$ cat src/rtl/hazard_detection_unit_if.sv
// Pipeline-facing signal bundle of the hazard detection unit.
interface hazard_detection_unit_if;
  logic [4:0]  IF_ID_RS_i;
  logic [4:0]  IF_ID_RT_i;
  logic [4:0]  ID_EX_RT_i;
  logic        ID_EX_mem_read_i;
  logic        branch_taken_i;
  logic        dmem_busy_i;
  logic        PC_write_o;
  logic        IF_ID_write_o;
  logic        IF_ID_flush_o;
  logic        ID_EX_flush_o;
  logic        pipe_hold_o;
  logic [1:0]  state_o;
  logic [15:0] stall_cnt_o;
  logic [15:0] flush_cnt_o;

  // Pipeline side: supplies hazard sources, consumes control.
  modport master (
    output IF_ID_RS_i, IF_ID_RT_i, ID_EX_RT_i, ID_EX_mem_read_i,
           branch_taken_i, dmem_busy_i,
    input  PC_write_o, IF_ID_write_o, IF_ID_flush_o, ID_EX_flush_o,
           pipe_hold_o, state_o, stall_cnt_o, flush_cnt_o
  );

  // Hazard unit side.
  modport slave (
    input  IF_ID_RS_i, IF_ID_RT_i, ID_EX_RT_i, ID_EX_mem_read_i,
           branch_taken_i, dmem_busy_i,
    output PC_write_o, IF_ID_write_o, IF_ID_flush_o, ID_EX_flush_o,
           pipe_hold_o, state_o, stall_cnt_o, flush_cnt_o
  );
endinterface

$ cat src/rtl/hazard_detection_unit.sv
// Hazard detection: picks one pipeline action per cycle (MEM_WAIT > FLUSH >
// LOAD_STALL > RUN), remembers branches that arrive while memory is busy,
// and keeps saturating stall/flush statistics.
module hazard_detection_unit (
  input  logic                    clk_i,
  input  logic                    rst_i,
  hazard_detection_unit_if.slave  bus
);

  localparam int unsigned CNT_W = 16;
  localparam logic [CNT_W-1:0] CNT_MAX = '1;

  typedef enum logic [1:0] {
    ACT_RUN        = 2'd0,
    ACT_LOAD_STALL = 2'd1,
    ACT_FLUSH      = 2'd2,
    ACT_MEM_WAIT   = 2'd3
  } action_t;

  action_t          action;
  action_t          state_q;
  logic             load_use;
  logic             flush_req;
  logic             pending_flush_q;
  logic [CNT_W-1:0] stall_cnt_q;
  logic [CNT_W-1:0] flush_cnt_q;

  // Classify the current cycle from live inputs and the deferred flush.
  always_comb begin
    load_use  = bus.ID_EX_mem_read_i && (bus.ID_EX_RT_i != 5'd0) &&
                ((bus.ID_EX_RT_i == bus.IF_ID_RS_i) ||
                 (bus.ID_EX_RT_i == bus.IF_ID_RT_i));
    flush_req = bus.branch_taken_i || pending_flush_q;
    action    = ACT_RUN;
    if (bus.dmem_busy_i) begin
      action = ACT_MEM_WAIT;
    end else if (flush_req) begin
      action = ACT_FLUSH;
    end else if (load_use) begin
      action = ACT_LOAD_STALL;
    end
  end

  // Decode the action into pipeline controls; reset forces RUN controls.
  always_comb begin
    bus.PC_write_o    = 1'b1;
    bus.IF_ID_write_o = 1'b1;
    bus.IF_ID_flush_o = 1'b0;
    bus.ID_EX_flush_o = 1'b0;
    bus.pipe_hold_o   = 1'b0;
    if (!rst_i) begin
      case (action)
        ACT_MEM_WAIT: begin
          bus.PC_write_o    = 1'b0;
          bus.IF_ID_write_o = 1'b0;
          bus.pipe_hold_o   = 1'b1;
        end
        ACT_FLUSH: begin
          bus.IF_ID_flush_o = 1'b1;
          bus.ID_EX_flush_o = 1'b1;
        end
        ACT_LOAD_STALL: begin
          bus.PC_write_o    = 1'b0;
          bus.IF_ID_write_o = 1'b0;
          bus.ID_EX_flush_o = 1'b1;
        end
        default: ;
      endcase
    end
  end

  // Record the applied action, defer branches seen during MEM_WAIT, count.
  always_ff @(posedge clk_i) begin
    if (rst_i) begin
      state_q         <= ACT_RUN;
      pending_flush_q <= 1'b0;
      stall_cnt_q     <= '0;
      flush_cnt_q     <= '0;
    end else begin
      state_q <= action;
      if (action == ACT_FLUSH) begin
        pending_flush_q <= 1'b0;
      end else if ((action == ACT_MEM_WAIT) && bus.branch_taken_i) begin
        pending_flush_q <= 1'b1;
      end
      if (((action == ACT_LOAD_STALL) || (action == ACT_MEM_WAIT)) &&
          (stall_cnt_q != CNT_MAX)) begin
        stall_cnt_q <= stall_cnt_q + CNT_W'(1);
      end
      if ((action == ACT_FLUSH) && (flush_cnt_q != CNT_MAX)) begin
        flush_cnt_q <= flush_cnt_q + CNT_W'(1);
      end
    end
  end

  assign bus.state_o     = state_q;
  assign bus.stall_cnt_o = stall_cnt_q;
  assign bus.flush_cnt_o = flush_cnt_q;

endmodule

$ cat src/flat_wrapper.sv
// flat-port wrapper written by rule: the top's interface ports become plain ports
module hazard_detection_unit_flat 
  (clk_i, rst_i, bus_IF_ID_RS_i, bus_IF_ID_RT_i, bus_ID_EX_RT_i, bus_ID_EX_mem_read_i, bus_branch_taken_i, bus_dmem_busy_i, bus_PC_write_o, bus_IF_ID_write_o, bus_IF_ID_flush_o, bus_ID_EX_flush_o, bus_pipe_hold_o, bus_state_o, bus_stall_cnt_o, bus_flush_cnt_o);
  hazard_detection_unit_if bus_i ();
  input  logic clk_i;
  input  logic rst_i;
  input wire logic [$bits(bus_i.IF_ID_RS_i)-1:0] bus_IF_ID_RS_i;
  input wire logic [$bits(bus_i.IF_ID_RT_i)-1:0] bus_IF_ID_RT_i;
  input wire logic [$bits(bus_i.ID_EX_RT_i)-1:0] bus_ID_EX_RT_i;
  input wire logic [$bits(bus_i.ID_EX_mem_read_i)-1:0] bus_ID_EX_mem_read_i;
  input wire logic [$bits(bus_i.branch_taken_i)-1:0] bus_branch_taken_i;
  input wire logic [$bits(bus_i.dmem_busy_i)-1:0] bus_dmem_busy_i;
  output wire logic [$bits(bus_i.PC_write_o)-1:0] bus_PC_write_o;
  output wire logic [$bits(bus_i.IF_ID_write_o)-1:0] bus_IF_ID_write_o;
  output wire logic [$bits(bus_i.IF_ID_flush_o)-1:0] bus_IF_ID_flush_o;
  output wire logic [$bits(bus_i.ID_EX_flush_o)-1:0] bus_ID_EX_flush_o;
  output wire logic [$bits(bus_i.pipe_hold_o)-1:0] bus_pipe_hold_o;
  output wire logic [$bits(bus_i.state_o)-1:0] bus_state_o;
  output wire logic [$bits(bus_i.stall_cnt_o)-1:0] bus_stall_cnt_o;
  output wire logic [$bits(bus_i.flush_cnt_o)-1:0] bus_flush_cnt_o;
  assign bus_i.IF_ID_RS_i = bus_IF_ID_RS_i;
  assign bus_i.IF_ID_RT_i = bus_IF_ID_RT_i;
  assign bus_i.ID_EX_RT_i = bus_ID_EX_RT_i;
  assign bus_i.ID_EX_mem_read_i = bus_ID_EX_mem_read_i;
  assign bus_i.branch_taken_i = bus_branch_taken_i;
  assign bus_i.dmem_busy_i = bus_dmem_busy_i;
  assign bus_PC_write_o = bus_i.PC_write_o;
  assign bus_IF_ID_write_o = bus_i.IF_ID_write_o;
  assign bus_IF_ID_flush_o = bus_i.IF_ID_flush_o;
  assign bus_ID_EX_flush_o = bus_i.ID_EX_flush_o;
  assign bus_pipe_hold_o = bus_i.pipe_hold_o;
  assign bus_state_o = bus_i.state_o;
  assign bus_stall_cnt_o = bus_i.stall_cnt_o;
  assign bus_flush_cnt_o = bus_i.flush_cnt_o;
  hazard_detection_unit u_core (.clk_i(clk_i), .rst_i(rst_i), .bus(bus_i));
endmodule
$ cat config.mk
export PLATFORM = sky130hd
export DESIGN_NAME = hazard_detection_unit_flat
export DESIGN_NICKNAME = d
export VERILOG_FILES = /design/src/rtl/hazard_detection_unit_if.sv /design/src/rtl/hazard_detection_unit.sv /design/src/flat_wrapper.sv
export SDC_FILE = /design/constraint.sdc
export NUM_CORES = 1
export LEC_CHECK = 0
export CAP_MARGIN = 40
export CORE_UTILIZATION = 50
export DETAILED_ROUTE_END_ITERATION = 8
export GPL_TIMING_DRIVEN = 0
export HOLD_SLACK_MARGIN = 0.02
export PLACE_DENSITY_LB_ADDON = 0.12
export SLEW_MARGIN = 5
export SYNTH_ARGS = -nofsm -noshare
export SYNTH_HDL_FRONTEND = slang
export SYNTH_SLANG_ARGS = --single-unit
$ cat constraint.sdc
create_clock -name clk_i -period 4.33 [get_ports clk_i]
set_input_delay 0.866 -clock clk_i [delete_from_list [all_inputs] [get_ports clk_i]]
set_output_delay 0.866 -clock clk_i [all_outputs]
set_load 0.1 [all_outputs]
* Word-level counts from Yosys, hierarchy flattened
Cells that the tools add are included.
W data, S select, Z words.
** Storage, ports and cells
- Bits in registers :: 35
- Latch bits :: 0
- Memory bits (writable) :: 0
- ROM bits :: 0
- Input bits :: 20
- Output and inout port bits :: 39
- Logic and storage cells :: 36
- Memories kept :: 0
** Cells by class
- Add/subtract/negate cells :: 2
- Multiply operators :: 0
- Divide/modulo/power cells :: 0
- $lt $le $gt $ge :: 0
- Equal/unequal tests :: 7
- Shifts and indexed selects :: 0
- Mux-type cells :: 11
- Bitwise operators :: 0
- Reduce and logical (&&, ||, !) cells :: 12
** Operators by type and width (number)
- $add A16 B1 Y16 const B :: 2
- $ne A16 B16 Y1 const B :: 2
- $eq A5 B5 Y1 :: 2
- $mux W1 :: 9
- $reduce_or A2 Y1 :: 3
- $logic_and A1 B1 Y1 :: 5
- $reduce_bool A5 Y1 :: 1
- $eq A2 B2 Y1 const B :: 2
- $mux W2 :: 2
- $logic_or A1 B1 Y1 :: 3
- $eq A2 B1 Y1 const B :: 1

* Longest topological paths before layout
- Word-level depth :: 10
- Mapped depth :: 11
- Gate-level depth less buffers :: 10

* Least setup slack after synthesis
Ideal clock, no wire load.
- Path type :: input-to-output
- From :: input port bus_ID_EX_RT_i[0]
- To :: output port bus_IF_ID_flush_o
- Arrival :: 3620 ps
- Data required time :: 3464 ps
- Slack :: -156 ps
- Stages on the path :: 7
- Buffers on the path :: 1
- Cells stage by stage :: or4_1 nor2_1 nor4b_4 a21oi_4 buf_4 ha_1 nor2b_1
** Between the ends
- Cells in the longest elaborated chain, start to end :: 9
- Elaborated cells on any way between the ends :: 12
- Those cells by class :: eq/ne (3); mux (5); reduce/logical (4)
** Ends and longest elaborated chain
- start, declared :: RTL line flat_wrapper.sv:9 : input wire logic [$bits(bus_i.ID_EX_RT_i)-1:0] bus_ID_EX_RT_i;
- $eq A5 B5 Y1, or another cell as far along :: RTL line hazard_detection_unit.sv:31 : ((bus.ID_EX_RT_i == bus.IF_ID_RS_i) ||
- $logic_or A1 B1 Y1 / $logic_and A1 B1 Y1 (equally long branches) :: RTL line hazard_detection_unit.sv:31, hazard_detection_unit.sv:30
- $logic_and A1 B1 Y1 * :: RTL line hazard_detection_unit.sv:30 : load_use = bus.ID_EX_mem_read_i && (bus.ID_EX_RT_i != 5'd0) &&
- $mux W1 * :: RTL line hazard_detection_unit.sv:39 : end else if (load_use) begin
- $mux W2 * :: RTL line hazard_detection_unit.sv:37 : end else if (flush_req) begin
- $mux W2 * :: RTL line hazard_detection_unit.sv:35 : if (bus.dmem_busy_i) begin
- $eq A2 B2 Y1 * :: RTL line hazard_detection_unit.sv:52 : case (action)
- $mux W1 * :: RTL line hazard_detection_unit.sv:52
- $mux W1 * :: RTL line hazard_detection_unit.sv:51 : if (!rst_i) begin
- end, declared :: RTL line flat_wrapper.sv:15 : output wire logic [$bits(bus_i.IF_ID_flush_o)-1:0] bus_IF_ID_flush_o;
Mark *: on every way between the ends. The rest lies on a longest branch, timed or not.

* Worst setup path in the final report
- From :: input port bus_ID_EX_RT_i[2]
- To :: output port bus_PC_write_o
** Between the ends
- Cells in the longest elaborated chain, start to end :: 10
- Elaborated cells on any way between the ends :: 14
- Those cells by class :: eq/ne (4); mux (5); reduce/logical (5)
** Ends and longest elaborated chain
- $eq A5 B5 Y1, or another cell as far along :: RTL line hazard_detection_unit.sv:31
- $logic_or A1 B1 Y1 / $logic_and A1 B1 Y1 (equally long branches) :: RTL line hazard_detection_unit.sv:31, hazard_detection_unit.sv:30
- $logic_and A1 B1 Y1 * :: RTL line hazard_detection_unit.sv:30
- $mux W1 * :: RTL line hazard_detection_unit.sv:39
- $mux W2 * :: RTL line hazard_detection_unit.sv:37
- $mux W2 * :: RTL line hazard_detection_unit.sv:35
- $eq A2 B1 Y1 / $eq A2 B2 Y1 (equally long branches) :: RTL line hazard_detection_unit.sv:52
- $reduce_or A2 Y1 (no source line) *
- $mux W1 * :: RTL line hazard_detection_unit.sv:52
- $mux W1 * :: RTL line hazard_detection_unit.sv:51
- end, declared :: RTL line flat_wrapper.sv:13 : output wire logic [$bits(bus_i.PC_write_o)-1:0] bus_PC_write_o;
Marked as above.

==> summary.md <==
| Metric | Value |
|---|---|
| Slew @ Worst Pin | 756 ps |
| Leak | 1.20 nW |
| CTS H-tree depth | 2 |
| Crit path capture type | output port |
| Pwr per Cell Area | 237 nW/um^2 |
| Final RePlAce weighted congestion | 0.831 |
| Critical Path, Cell by Cell | clkdlybuf4s50_1 > or4_4 > nor2_4 > nor4b_4 > a21oi_4 > buf_6 > nor2_1 > inv_1 > buf_4 > clkdlybuf4s50_1 > buf_12 |
| Pin count of the biggest net entering global routing | 13 |
| Syn avg cell area | 8.28 um^2 |
| Row count | 21 |
| Non-Filler Instances | 378 |
| Crit path max-delay family | buffers and inverters |
| Ant diodes | 0 |
| Crit Path Max Fanout | 3 |
| Dpl cells | 370 |
| Number of global-route vias before repair | 2442 |
| Total grt overflow | 0 |
| Clk root buf | clkbuf_8 |
| I/O Buffers | 57 |
| Pre-Repair DR Iteration Count | 6 |
| Die ar. | 4030 um^2 |
| Fin. Hold Viols | 0 |
| Clock skew | 5.03 ps |
| Pins Over Slew Limit | 0 |
| Cts hold-fix bufs | 0 |
| Sequential area share after synthesis | 0.371 |
| Crit-path most repeated cell | clkdlybuf4s50_1 |
| CP required | 3460 ps |
| Die Ht | 63.5 um |
| CTS sink count | 35 |
| Vias/cell | 6.20 |
| CTS buffer count | 5 |
| Max incr delay on CP | 540 ps |
| Initial antenna violation count | 0 |
| Max IR drop VDD | 0.236 mV |
| Warnings, synthesis | 0 |
| WP buf/inv | 6 |
| R2r startpoint | u_core.bus.stall_cnt_o[0]$_SDFFE_PP0P_ |
| Status | complete, no violations |
| Final net count | 354 |
| Post-synthesis cell area | 1890 um^2 |
| Hold path start | u_core.bus.stall_cnt_o[8]$_SDFFE_PP0P_ |
| Max Cap Viol | 0 |
| TNS Setup | 0 ps |
| Initial Utilization | 0.544 |
| Hold depth | 2 |
| Detail Placement HPWL | 4.47 mm |
| Synth Net Count | 251 |
| First-pass GRT wire length | 11.9 mm |
| WHS | 534 ps |
| Hold Path End | u_core.bus.stall_cnt_o[8]$_SDFFE_PP0P_ |
| Final antenna-violating net count | 0 |
| Die Width | 63.5 um |
| CP Class | primary input to output port |
| CTS tree | built |
| Vias after detailed routing | 2344 |
| Crit-path slowest cell | or4_4 |
| Seq cells post-synth | 35 |
| Final setup fails | 0 |
| Initial DRC count | 209 |
| Drc violations | 0 |
| Core area | 3470 um^2 |
| Critical Path Stages | 11 |
| Kind of path behind the tightest hold check | flip-flop to flip-flop |
| Clock Tree Buf Depth | 2 |
| Startpoint types | primary input |
| Io pins | 59 |
| Total power | 0.768 mW |
| Distinct cell type count after synthesis | 40 |
| Slew Limit Headroom | 0.494 |
| Clk slew on worst S/H paths | 80 ps |
| Worst Reg-to-Reg Cells | 7 |
| Syn Inst Count | 228 |
| Skew-Pair Late Insertion Delay | 300 ps |
| Routed WL | 7.61 mm |
| Tcrit/Tclk final | 0.996 |
| Layout cell share with drive strength beyond 1 | 0.196 |
| F_max | 232 MHz |
| Total GRT Usage | 0.391 |
| Terminus of the critical flop-to-flop path | u_core.bus.stall_cnt_o[10]$_SDFFE_PP0P_ |
| Crit path from | bus_ID_EX_RT_i[2] |
| Area delta synth->final | 71.8% |
| R2r setup slk | 1840 ps |
| CP arrival | 3450 ps |
| WL per Instance | 20.1 um |
| Tmin final | 4310 ps |
==> power breakdown <==
part           internal (mW)  leakage [nW]  total, mW  switching, mW
clock                  0.112        0.0402      0.248          0.136
sequential             0.327         0.283      0.334        0.00730
combinational         0.0734         0.875      0.186          0.112
==> repair_timing <==
| action | in CTS | in global routing |
|---|---|---|
| pin swaps | 2 | 1 |
| endpoints found under the setup margin | 4 | 1 |
| buffers inserted | 2 | 0 |
| resized for setup | 7 | 5 |
==> synth_stat cells <==
library cell	instances	area [um^2]
nor2_1	34	128
inv_1	3	11.3
o22ai_1	1	6.26
o21ai_0	7	35.0
nor4_1	5	31.3
a21oi_4	1	16.3
xor2_1	11	96.3
and3_1	2	12.5
or4b_1	1	10.0
nor3b_1	1	7.51
nor3_1	4	20.0
mux2i_1	4	40.0
xnor2_1	12	105
nand2_1	18	67.6
nand2b_1	4	25.0
or2_1	1	6.26
nor2b_1	8	50.1
dfxtp_1	35	701
a21boi_0	1	7.51
ha_1	3	37.5
o31ai_1	1	7.51
a21boi_2	1	11.3
o211a_1	1	10.0
or3_1	7	43.8
o21bai_1	2	15.0
mux2_2	3	33.8
o211ai_1	1	7.51
and4_1	2	17.5
nor4b_1	1	8.76
a31oi_1	1	6.26
mux2_4	1	15.0
o41a_1	1	11.3
a21oi_1	9	45.0
nand3_1	19	95.1
nand4_1	8	50.1
clkbuf_1	7	26.3
nor4b_4	1	23.8
or4_1	3	22.5
a31o_2	1	8.76
buf_4	2	15.0
==> worst max path at each step <==
stage,endpoint
floorplan,bus_IF_ID_flush_o
global placement,bus_IF_ID_flush_o
detailed placement,bus_IF_ID_flush_o
CTS,bus_PC_write_o
global route,bus_PC_write_o
finish,bus_PC_write_o
==> per-stage QoR <==
stage | worst slack, ps | utilization | cell area [um^2]
finish | 15.2 | 0.935 | 3240
global placement | -794 | 0.727 | 2520
CTS | 47.7 | 0.930 | 3220
global route | -14.4 | 0.935 | 3240
detailed placement | -465 | 0.896 | 3110
floorplan | 360 | - | 1890
==> worst register-to-register path, stage by stage (launching register included) <==
cell	delay (ps)
dfxtp_1	430
ha_1	240
nand4_1	200
nor2_1	250
a21boi_0	150
a31oi_1	620
o21ai_0	320
a21oi_1	220
==> final cells by class <==
class	count	area, um^2
sequential	35	701
clock buffer	5	68.8
timing repair buffer	96	1170
inverter	3	11.3
tap	46	57.6
multi-input combinational	181	1170
clock inverter	3	20.0
fill	121	224
buffer	9	45.0
==> kinds of logic (layout without fill, tap and decap cells) <==
| group | count (synthesis) | count (layout) | synth area share |
|---|---|---|---|
| mux | 8 | 8 | 0.0470 |
| xor+xnor | 23 | 23 | 0.107 |
| compound gates | 28 | 28 | 0.0994 |
| simple gates | 119 | 119 | 0.328 |
| fa+ha+maj | 3 | 3 | 0.0199 |
| flops | 35 | 35 | 0.371 |
| buf+inv | 12 | 116 | 0.0278 |
==> flip-flops by register name (all words and copies together) (netlist names) <==
name / flops
u_core.bus.state_o: 2
u_core.bus.stall_cnt_o: 16
u_core.bus.flush_cnt_o: 16
u_core.pending_flush_q: 1
==> metal layers <==
metal / share of wire / wire length (um) / global-route usage / up-vias
met2: 0.51 / 3910 / 0.686 / 190
met4: 0.063 / 482 / 0.278 / 0
li1: - / - / - / 1011
met3: 0.086 / 651 / 0.127 / 57
met5: 0 / 0 / 0 / -
met1: 0.34 / 2560 / 0.383 / 1086
==> layout by cell type, fill, tap and decap left out, types with 3 or more instances in the layout <==
cell | Yosys | layout
clkdlybuf4s50_1 | 0 | 53
xnor2_1 | 12 | 12
buf_8 | 0 | 36
clkbuf_1 | 7 | 7
nand3_1 | 19 | 19
nor2_1 | 34 | 32
xor2_1 | 11 | 11
buf_12 | 0 | 3
nand4_1 | 8 | 8
o21ai_0 | 7 | 7
nor4_1 | 5 | 5
buf_4 | 2 | 3
or3_1 | 7 | 7
nand2_1 | 18 | 18
a21oi_1 | 9 | 9
nand2b_1 | 4 | 4
mux2i_1 | 4 | 4
nor3_1 | 4 | 4
clkbuf_8 | 0 | 5
dfxtp_1 | 35 | 35
nor2b_1 | 8 | 7
mux2_2 | 3 | 3
inv_1 | 3 | 3
(Power assumes the default switching activity.)
